File: src/rtl/noc16_reg_bridge_pkg.sv
// Shared definitions for the NOC16 register bridge: command codes,
// register addresses and the bridge FSM state type.
package noc16_pkg;

  localparam logic [7:0] CMD_WRITE = 8'h01;
  localparam logic [7:0] CMD_READ  = 8'h02;
  localparam logic [7:0] CMD_ECHO  = 8'h03;
  localparam logic [7:0] CMD_ACC   = 8'h04;
  localparam logic [7:0] CMD_CLR   = 8'h05;
  localparam logic [7:0] CMD_ERR   = 8'hFF;
  localparam logic [7:0] RSP_BIT   = 8'h80;

  localparam logic [7:0] ADDR_LEDS   = 8'd0;
  localparam logic [7:0] ADDR_SYND   = 8'd1;
  localparam logic [7:0] ADDR_WAYP   = 8'd2;
  localparam logic [7:0] ADDR_PC     = 8'd3;
  localparam logic [7:0] ADDR_SERIAL = 8'd4;
  localparam logic [7:0] ADDR_SW     = 8'd5;
  localparam logic [7:0] ADDR_ACC_LO = 8'd6;
  localparam logic [7:0] ADDR_ACC_HI = 8'd7;
  localparam logic [7:0] ADDR_LIMIT  = 8'd8;

  typedef enum logic [1:0] {
    ST_IDLE = 2'd0,
    ST_EXEC = 2'd1,
    ST_RESP = 2'd2
  } state_e;

endpackage

File: src/rtl/noc16_reg_bridge_if.sv
// NOC16 service channel: Tx request flits into the bridge, Rx response flits out.
interface noc16_reg_bridge_if;
  logic [63:0] tx_data_lo;
  logic [7:0]  tx_data_cmd;
  logic        tx_data_valid;
  logic        tx_data_rdy;
  logic [63:0] rx_data_lo;
  logic [7:0]  rx_data_cmd;
  logic        rx_data_valid;
  logic        rx_data_rdy;

  modport master (
    output tx_data_lo, tx_data_cmd, tx_data_valid, rx_data_rdy,
    input  tx_data_rdy, rx_data_lo, rx_data_cmd, rx_data_valid
  );

  modport slave (
    input  tx_data_lo, tx_data_cmd, tx_data_valid, rx_data_rdy,
    output tx_data_rdy, rx_data_lo, rx_data_cmd, rx_data_valid
  );
endinterface

File: src/rtl/noc16_reg_bridge_sync2.sv
// Two-flop synchronizer for asynchronous level inputs, async active-high reset.
module sync2 #(
  parameter int unsigned WIDTH = 8
) (
  input  logic             clk,
  input  logic             reset,
  input  logic [WIDTH-1:0] d_i,
  output logic [WIDTH-1:0] q_o
);
  logic [WIDTH-1:0] meta_q;
  logic [WIDTH-1:0] sync_q;

  always_ff @(posedge clk or posedge reset) begin
    if (reset) begin
      meta_q <= '0;
      sync_q <= '0;
    end else begin
      meta_q <= d_i;
      sync_q <= meta_q;
    end
  end

  assign q_o = sync_q;
endmodule

File: src/rtl/noc16_reg_bridge.sv
// NOC16 register bridge: one request at a time; IDLE captures the flit, EXEC applies
// side effects and registers the response, RESP holds it until the Rx handshake.
module noc16_reg_bridge
  import noc16_pkg::*;
#(
  parameter logic [31:0] SERIAL_NUMBER = 32'd1236
) (
  input  logic              clk,
  input  logic              reset,
  noc16_reg_bridge_if.slave bus,
  input  logic [7:0]        gpio_switches,
  output logic [7:0]        gpio_leds,
  output logic [7:0]        abend_syndrome,
  output logic [7:0]        manual_waypoint,
  output logic [4:0]        pc_export,
  output logic [31:0]       result_hi,
  output logic [31:0]       result_lo
);
  state_e      state_q, state_d;
  logic        rdy_en_q;
  logic [7:0]  cmd_q, cmd_d;
  logic [63:0] pay_q, pay_d;
  logic [7:0]  leds_q, leds_d;
  logic [7:0]  synd_q, synd_d;
  logic [7:0]  wayp_q, wayp_d;
  logic [4:0]  pc_q, pc_d;
  logic [63:0] acc_q, acc_d;
  logic [7:0]  rsp_cmd_q, rsp_cmd_d;
  logic [63:0] rsp_lo_q, rsp_lo_d;
  logic [7:0]  sw_sync;
  logic [7:0]  addr;
  logic [31:0] rd_word;
  logic        err;

  sync2 #(.WIDTH(8)) u_sw_sync (
    .clk   (clk),
    .reset (reset),
    .d_i   (gpio_switches),
    .q_o   (sw_sync)
  );

  assign addr = pay_q[63:56];

  always_comb begin
    rd_word = '0;
    case (addr)
      ADDR_LEDS:   rd_word = {24'b0, leds_q};
      ADDR_SYND:   rd_word = {24'b0, synd_q};
      ADDR_WAYP:   rd_word = {24'b0, wayp_q};
      ADDR_PC:     rd_word = {27'b0, pc_q};
      ADDR_SERIAL: rd_word = SERIAL_NUMBER;
      ADDR_SW:     rd_word = {24'b0, sw_sync};
      ADDR_ACC_LO: rd_word = acc_q[31:0];
      ADDR_ACC_HI: rd_word = acc_q[63:32];
      default:     rd_word = '0;
    endcase
  end

  always_comb begin
    state_d   = state_q;
    cmd_d     = cmd_q;
    pay_d     = pay_q;
    leds_d    = leds_q;
    synd_d    = synd_q;
    wayp_d    = wayp_q;
    pc_d      = pc_q;
    acc_d     = acc_q;
    rsp_cmd_d = rsp_cmd_q;
    rsp_lo_d  = rsp_lo_q;
    err       = 1'b0;
    unique case (state_q)
      ST_IDLE: begin
        if (rdy_en_q && bus.tx_data_valid) begin
          cmd_d   = bus.tx_data_cmd;
          pay_d   = bus.tx_data_lo;
          state_d = ST_EXEC;
        end
      end
      ST_EXEC: begin
        state_d   = ST_RESP;
        rsp_cmd_d = cmd_q | RSP_BIT;
        rsp_lo_d  = '0;
        case (cmd_q)
          CMD_WRITE: begin
            case (addr)
              ADDR_LEDS: begin leds_d = pay_q[7:0]; rsp_lo_d = {56'b0, pay_q[7:0]}; end
              ADDR_SYND: begin synd_d = pay_q[7:0]; rsp_lo_d = {56'b0, pay_q[7:0]}; end
              ADDR_WAYP: begin wayp_d = pay_q[7:0]; rsp_lo_d = {56'b0, pay_q[7:0]}; end
              ADDR_PC:   begin pc_d   = pay_q[4:0]; rsp_lo_d = {59'b0, pay_q[4:0]}; end
              default:   err = 1'b1;
            endcase
          end
          CMD_READ: begin
            if (addr < ADDR_LIMIT) rsp_lo_d = {32'b0, rd_word};
            else                   err      = 1'b1;
          end
          CMD_ECHO: rsp_lo_d = pay_q;
          CMD_ACC: begin
            acc_d    = acc_q + pay_q;
            rsp_lo_d = acc_q + pay_q;
          end
          CMD_CLR:  acc_d = '0;
          default:  err = 1'b1;
        endcase
        // Error flits override the success response; register updates above are not taken on any error path.
        if (err) begin
          rsp_cmd_d = CMD_ERR;
          rsp_lo_d  = {56'b0, cmd_q};
        end
      end
      ST_RESP: begin
        if (bus.rx_data_rdy) state_d = ST_IDLE;
      end
      default: state_d = ST_IDLE;
    endcase
  end

  always_ff @(posedge clk or posedge reset) begin
    if (reset) begin
      state_q   <= ST_IDLE;
      rdy_en_q  <= 1'b0;
      cmd_q     <= '0;
      pay_q     <= '0;
      leds_q    <= '0;
      synd_q    <= '0;
      wayp_q    <= '0;
      pc_q      <= '0;
      acc_q     <= '0;
      rsp_cmd_q <= '0;
      rsp_lo_q  <= '0;
    end else begin
      state_q   <= state_d;
      rdy_en_q  <= 1'b1;
      cmd_q     <= cmd_d;
      pay_q     <= pay_d;
      leds_q    <= leds_d;
      synd_q    <= synd_d;
      wayp_q    <= wayp_d;
      pc_q      <= pc_d;
      acc_q     <= acc_d;
      rsp_cmd_q <= rsp_cmd_d;
      rsp_lo_q  <= rsp_lo_d;
    end
  end

  // Ready comes only from registered state so there is no valid-to-ready path.
  assign bus.tx_data_rdy   = (state_q == ST_IDLE) && rdy_en_q;
  assign bus.rx_data_valid = (state_q == ST_RESP);
  assign bus.rx_data_cmd   = rsp_cmd_q;
  assign bus.rx_data_lo    = rsp_lo_q;

  assign gpio_leds       = leds_q;
  assign abend_syndrome  = synd_q;
  assign manual_waypoint = wayp_q;
  assign pc_export       = pc_q;
  assign result_hi       = acc_q[63:32];
  assign result_lo       = acc_q[31:0];
endmodule

File: src/flat_wrapper.sv
// flat-port wrapper written by rule: the top's interface ports become plain ports
module noc16_reg_bridge_flat import noc16_pkg::*;
#(
  parameter logic [31:0] SERIAL_NUMBER = 32'd1236
)
  (clk, reset, gpio_switches, gpio_leds, abend_syndrome, manual_waypoint, pc_export, result_hi, result_lo, bus_tx_data_lo, bus_tx_data_cmd, bus_tx_data_valid, bus_rx_data_rdy, bus_tx_data_rdy, bus_rx_data_lo, bus_rx_data_cmd, bus_rx_data_valid);
  noc16_reg_bridge_if bus_i ();
  input  logic clk;
  input  logic reset;
  input  logic [7:0] gpio_switches;
  output logic [7:0] gpio_leds;
  output logic [7:0] abend_syndrome;
  output logic [7:0] manual_waypoint;
  output logic [4:0] pc_export;
  output logic [31:0] result_hi;
  output logic [31:0] result_lo;
  input wire logic [$bits(bus_i.tx_data_lo)-1:0] bus_tx_data_lo;
  input wire logic [$bits(bus_i.tx_data_cmd)-1:0] bus_tx_data_cmd;
  input wire logic [$bits(bus_i.tx_data_valid)-1:0] bus_tx_data_valid;
  input wire logic [$bits(bus_i.rx_data_rdy)-1:0] bus_rx_data_rdy;
  output wire logic [$bits(bus_i.tx_data_rdy)-1:0] bus_tx_data_rdy;
  output wire logic [$bits(bus_i.rx_data_lo)-1:0] bus_rx_data_lo;
  output wire logic [$bits(bus_i.rx_data_cmd)-1:0] bus_rx_data_cmd;
  output wire logic [$bits(bus_i.rx_data_valid)-1:0] bus_rx_data_valid;
  assign bus_i.tx_data_lo = bus_tx_data_lo;
  assign bus_i.tx_data_cmd = bus_tx_data_cmd;
  assign bus_i.tx_data_valid = bus_tx_data_valid;
  assign bus_i.rx_data_rdy = bus_rx_data_rdy;
  assign bus_tx_data_rdy = bus_i.tx_data_rdy;
  assign bus_rx_data_lo = bus_i.rx_data_lo;
  assign bus_rx_data_cmd = bus_i.rx_data_cmd;
  assign bus_rx_data_valid = bus_i.rx_data_valid;
  noc16_reg_bridge #(.SERIAL_NUMBER(SERIAL_NUMBER)) u_core (.clk(clk), .reset(reset), .bus(bus_i), .gpio_switches(gpio_switches), .gpio_leds(gpio_leds), .abend_syndrome(abend_syndrome), .manual_waypoint(manual_waypoint), .pc_export(pc_export), .result_hi(result_hi), .result_lo(result_lo));
endmodule
File: config.mk
export PLATFORM = sky130hd
export DESIGN_NAME = noc16_reg_bridge_flat
export DESIGN_NICKNAME = d
export VERILOG_FILES = /design/src/rtl/noc16_reg_bridge_pkg.sv /design/src/rtl/noc16_reg_bridge_if.sv /design/src/rtl/noc16_reg_bridge_sync2.sv /design/src/rtl/noc16_reg_bridge.sv /design/src/flat_wrapper.sv
export SDC_FILE = /design/constraint.sdc
export NUM_CORES = 1
export LEC_CHECK = 0
export CORE_MARGIN = 5
export CORE_UTILIZATION = 45
export CTS_CLUSTER_DIAMETER = 100
export DETAILED_ROUTE_END_ITERATION = 10
export HOLD_SLACK_MARGIN = 0.06
export PLACE_DENSITY = 0.72
export SLEW_MARGIN = 40
export SYNTH_ARGS = -nofsm -noshare
export SYNTH_HDL_FRONTEND = slang
export SYNTH_SLANG_ARGS = --single-unit
File: constraint.sdc
create_clock -name clk -period 7.8 [get_ports clk]
set_clock_uncertainty 0.1 [all_clocks]
set_input_delay 1.17 -clock clk [delete_from_list [all_inputs] [get_ports clk]]
set_output_delay 1.17 -clock clk [all_outputs]
set_load 0.1 [all_outputs]
==> metrics.md <==
| Metric | Value |
|---|---|
| Cts hold-fix bufs | 0 |
| Core Rows | 66 |
| Io pins | 251 |
| Worst R2R End | u_core.acc_q[58] |
| Skew-Pair Late Insertion Delay | 0.57 ns |
| Cell Chain, Critical Path | ha_1, inv_1, fa_1, nor2b_1, o2111ai_1, a21oi_1, o21ai_1, a211oi_1, nor4b_4, o21ai_2, a21oi_2, xnor2_1, a22o_1 |
| Worst EP required | 8.15 ns |
| CTS tree | built |
| Initial antenna violation count | 2 |
| Iter 0 DRT Violations | 1,161 |
| Post-DP HPWL | 38.23 mm |
| Syn_area_per_cell | 9.790 um2 |
| Worst Path Max Fanout | 7 |
| Most common cell after layout, fill and taps aside | dfrtp_1 |
| Worst R2R Start | u_core.pay_q[0] |
| Crit path DAT | 4.09 ns |
| EDFF count, synth | 0 |
| Cell accounting for the most synthesized area | dfrtp_1 |
| CTS sink count | 256 |
| Min-delay src | u_core.u_sw_sync.meta_q[4] |
| Clk pwr share | 0.290 |
| CP Launch Type | flop |
| Layout cells sized above 1 | 0.2163 |
| Largest net degree at the start of global routing | 71 |
| Remaining DRCs | 0 |
| RSZ-0062 raised after global routing | false |
| Nets | 1,849 |
| DRT Pass-1 Iters | 6 |
| FF+latch count, synth | 256 |
| Die H | 190.5 um |
| GRT Resource Usage Total | 0.2685 |
| Setup CP Type | flop to flop |
| Asr flop ratio synth | 1.000 |
| Hold Path Class | flop to flop |
| DR WL/cell | 23.25 um |
| Synthesized cell area | 14,660 um2 |
| Non-filler cells, final | 2,163 |
| Setup TNS | 0 ns |
| Setup Buffers After CTS | 0 |
| DP Cell Count | 2,112 |
| Yosys warns | 0 |
| Clock slew at reported path FFs | 0.06 ns |
| Layout area overhead | 20.73% |
| Pwr dens | 269.2 nW/um2 |
| Top FF cell, synth | dfrtp_1 |
| Post-Synthesis Cells | 1,497 |
| Fmax | 267.3 MHz |
| CTS Buf Count | 29 |
| Antenna Nets Post-Route | 0 |
| Filler cells | 2,946 |
| Critical path's largest stage delay | 0.67 ns |
| Die Footprint | 36,280 um2 |
| Status | completed |
| Comb pwr share | 0.348 |
| Final period util | 0.4797 |
| CP Capture Type | flop |
| Final setup vio count | 0 |
| Slew headroom | 0.4223 |
| RePlAce Congestion | 0.9388 |
| DRT Wirelength | 50.29 mm |
| Int Power | 0.002802 W |
| IO buf count | 250 |
| DR vias | 13,100 |
| H-tree levels | 1 |
| Max Cap Viol | 0 |
| Total power | 0.004762 W |
| Core area | 32,370 um2 |
| First-pass GRT wire length | 76.78 mm |
| Root Buffer | clkbuf_16 |
| GRT overflow | 0 |
| CTS max path bufs | 3 |
| R2r setup slk | 4.06 ns |
| Width of the die | 190.5 um |
| WHS Endpoint | u_core.u_sw_sync.q_o[4] |
| Share of the synthesized area in the top cell type | 0.4371 |
| Slowest CP cell | a211oi_1 |
| Slew Viols, Final | 0 |
| Hold Vio Cnt, Final | 0 |
| Cells on worst reg2reg path | 13 |
| Leakage | 8.441 nW |
| Post-synthesis sequential area ratio | 0.4371 |
| Sequential Power Share | 0.362 |
| Net count after synthesis | 1,645 |
| Hold path depth | 0 |
| Shortest period the worst path allows | 3.741 ns |
| Synth cell types | 83 |
| Post-CTS Resized | 0 |
| Hold WS | 0.2421 ns |
| Maximum VDD drop | 0.0001869 V |
| Number of global-route vias before repair | 12,770 |
| NetSw | 0.001960 W |
| Commonest cells after routing, fill and taps aside | dfrtp_1, nand2_1, buf_2, a21oi_1, mux2_2 |
| Worst Tran Pin Value | 0.8666 ns |
| Initial Utilization | 0.4527 |
| Synth area leaders | dfrtp_1, mux2_2, ha_1 |
| Via density | 6.057 |
| Switching share of power | 0.4116 |
## per-stage QoR
| step | instance area, um2 | util | worst slack (ns) |
|---|---|---|---|
| after floorplan | 14660 | - | 3.158 |
| after global placement | 17460 | 0.5393 | 4.076 |
| after detailed placement | 16730 | 0.5168 | 3.959 |
| after CTS | 17680 | 0.5463 | 3.957 |
| after global routing | 17690 | 0.5466 | 3.849 |
| final | 17690 | 0.5466 | 4.059 |
## state kept, by name, summed over array words and instances (netlist names)
name and count:
u_core.cmd_q 8, u_core.u_sw_sync.q_o 8, u_core.bus.rx_data_lo 64, u_core.acc_q 64, u_core.u_sw_sync.meta_q 8, u_core.bus.rx_data_cmd 8
u_core.gpio_leds 8, u_core.rdy_en_q 1, u_core.manual_waypoint 8, u_core.pay_q 64, u_core.state_q 2, u_core.pc_export 5
u_core.abend_syndrome 8
## worst max path at each step
| stage | start | to | slack (ns) | cells past startpoint |
|---|---|---|---|---|
| finish | u_core.pay_q[0] | u_core.acc_q[58] | 4.06 | 13 |
| global route | u_core.pay_q[0] | u_core.acc_q[50] | 3.85 | 13 |
| CTS | u_core.state_q[1] | u_core.acc_q[59] | 3.96 | 9 |
| detailed placement | u_core.state_q[1] | u_core.acc_q[59] | 3.96 | 9 |
| global placement | u_core.state_q[1] | u_core.acc_q[59] | 4.08 | 9 |
| floorplan | reset | u_core.abend_syndrome[0] | 3.16 | 1 |
## cell type report
cell class / instances / area, um2 / area share
antenna: 1 / 2.502 / 0.0001414
clock buffer: 43 / 848.3 / 0.04795
clock inverter: 7 / 105.1 / 0.005940
inverter: 34 / 131.4 / 0.007425
multi-input combinational: 1112 / 7760 / 0.4386
sequential: 256 / 6406 / 0.3621
tap: 442 / 553.0 / 0.03126
timing repair buffer: 268 / 1887 / 0.1066
## logic make-up after synthesis
family	share of synthesized area
buffers and inverters	0.03611
other	0.0002559
muxes	0.08503
AOI/OAI and AO/OA	0.2259
and+or+nand+nor	0.1264
adders and majority gates	0.05515
xor gates and xnor gates	0.03406
DFF	0.4371
## per-layer routing
| layer | track usage | routed length [um] | vias up |
|---|---|---|---|
| met2 | 0.4370 | 23570 | 572 |
| met1 | 0.3665 | 20980 | 6501 |
| li1 | - | - | 5931 |
| met3 | 0.05218 | 4144 | 95 |
| met5 | 0 | 7 | - |
| met4 | 0.08011 | 1582 | 2 |
## cell usage after synthesis, types with 4 or more instances
cell and number:
dfrtp_1 256, nand2_1 191, a21oi_1 109, mux2_2 103, nor2_1 89, o21ai_0 73
clkbuf_1 69, ha_1 63, a22o_1 53, a21o_1 43, a22oi_1 38, xnor2_1 35
inv_1 34, nand4_1 28, nor3_1 22, o21ai_1 22, xor2_1 22, a222oi_1 21
buf_2 18, a31oi_1 13, nand2b_1 12, o21bai_1 12, a211oi_1 11, nand3_1 11
o21a_1 11, nor2b_1 10, o211ai_1 10, o31ai_1 9, a221oi_1 7, and2_1 7
and3_1 7, a221o_1 5, buf_1 4, nor3b_1 4
## critical path: cells and delay by family, from the launching register on
kind | cells | cell delay [ns]
compound gates | 7 | 1.90
xor+xnor | 1 | 0.15
fa+ha+maj | 2 | 0.65
buf+inv | 1 | 0.07
flops | 1 | 0.47
simple gates | 2 | 0.28
## power groups by stage
stage / Sequential (W) / Clock, W / Combinational, W
after global routing: 0.00174 / 0.00145 / 0.00178
after floorplan: 0.00206 / 0 / 0.000863
after CTS: 0.00172 / 0.00140 / 0.00165
after detailed placement: 0.00174 / 0 / 0.00164
final: 0.00172 / 0.00138 / 0.00166
after global placement: 0.00174 / 0 / 0.00168
Power figures use the tool's default switching activity.
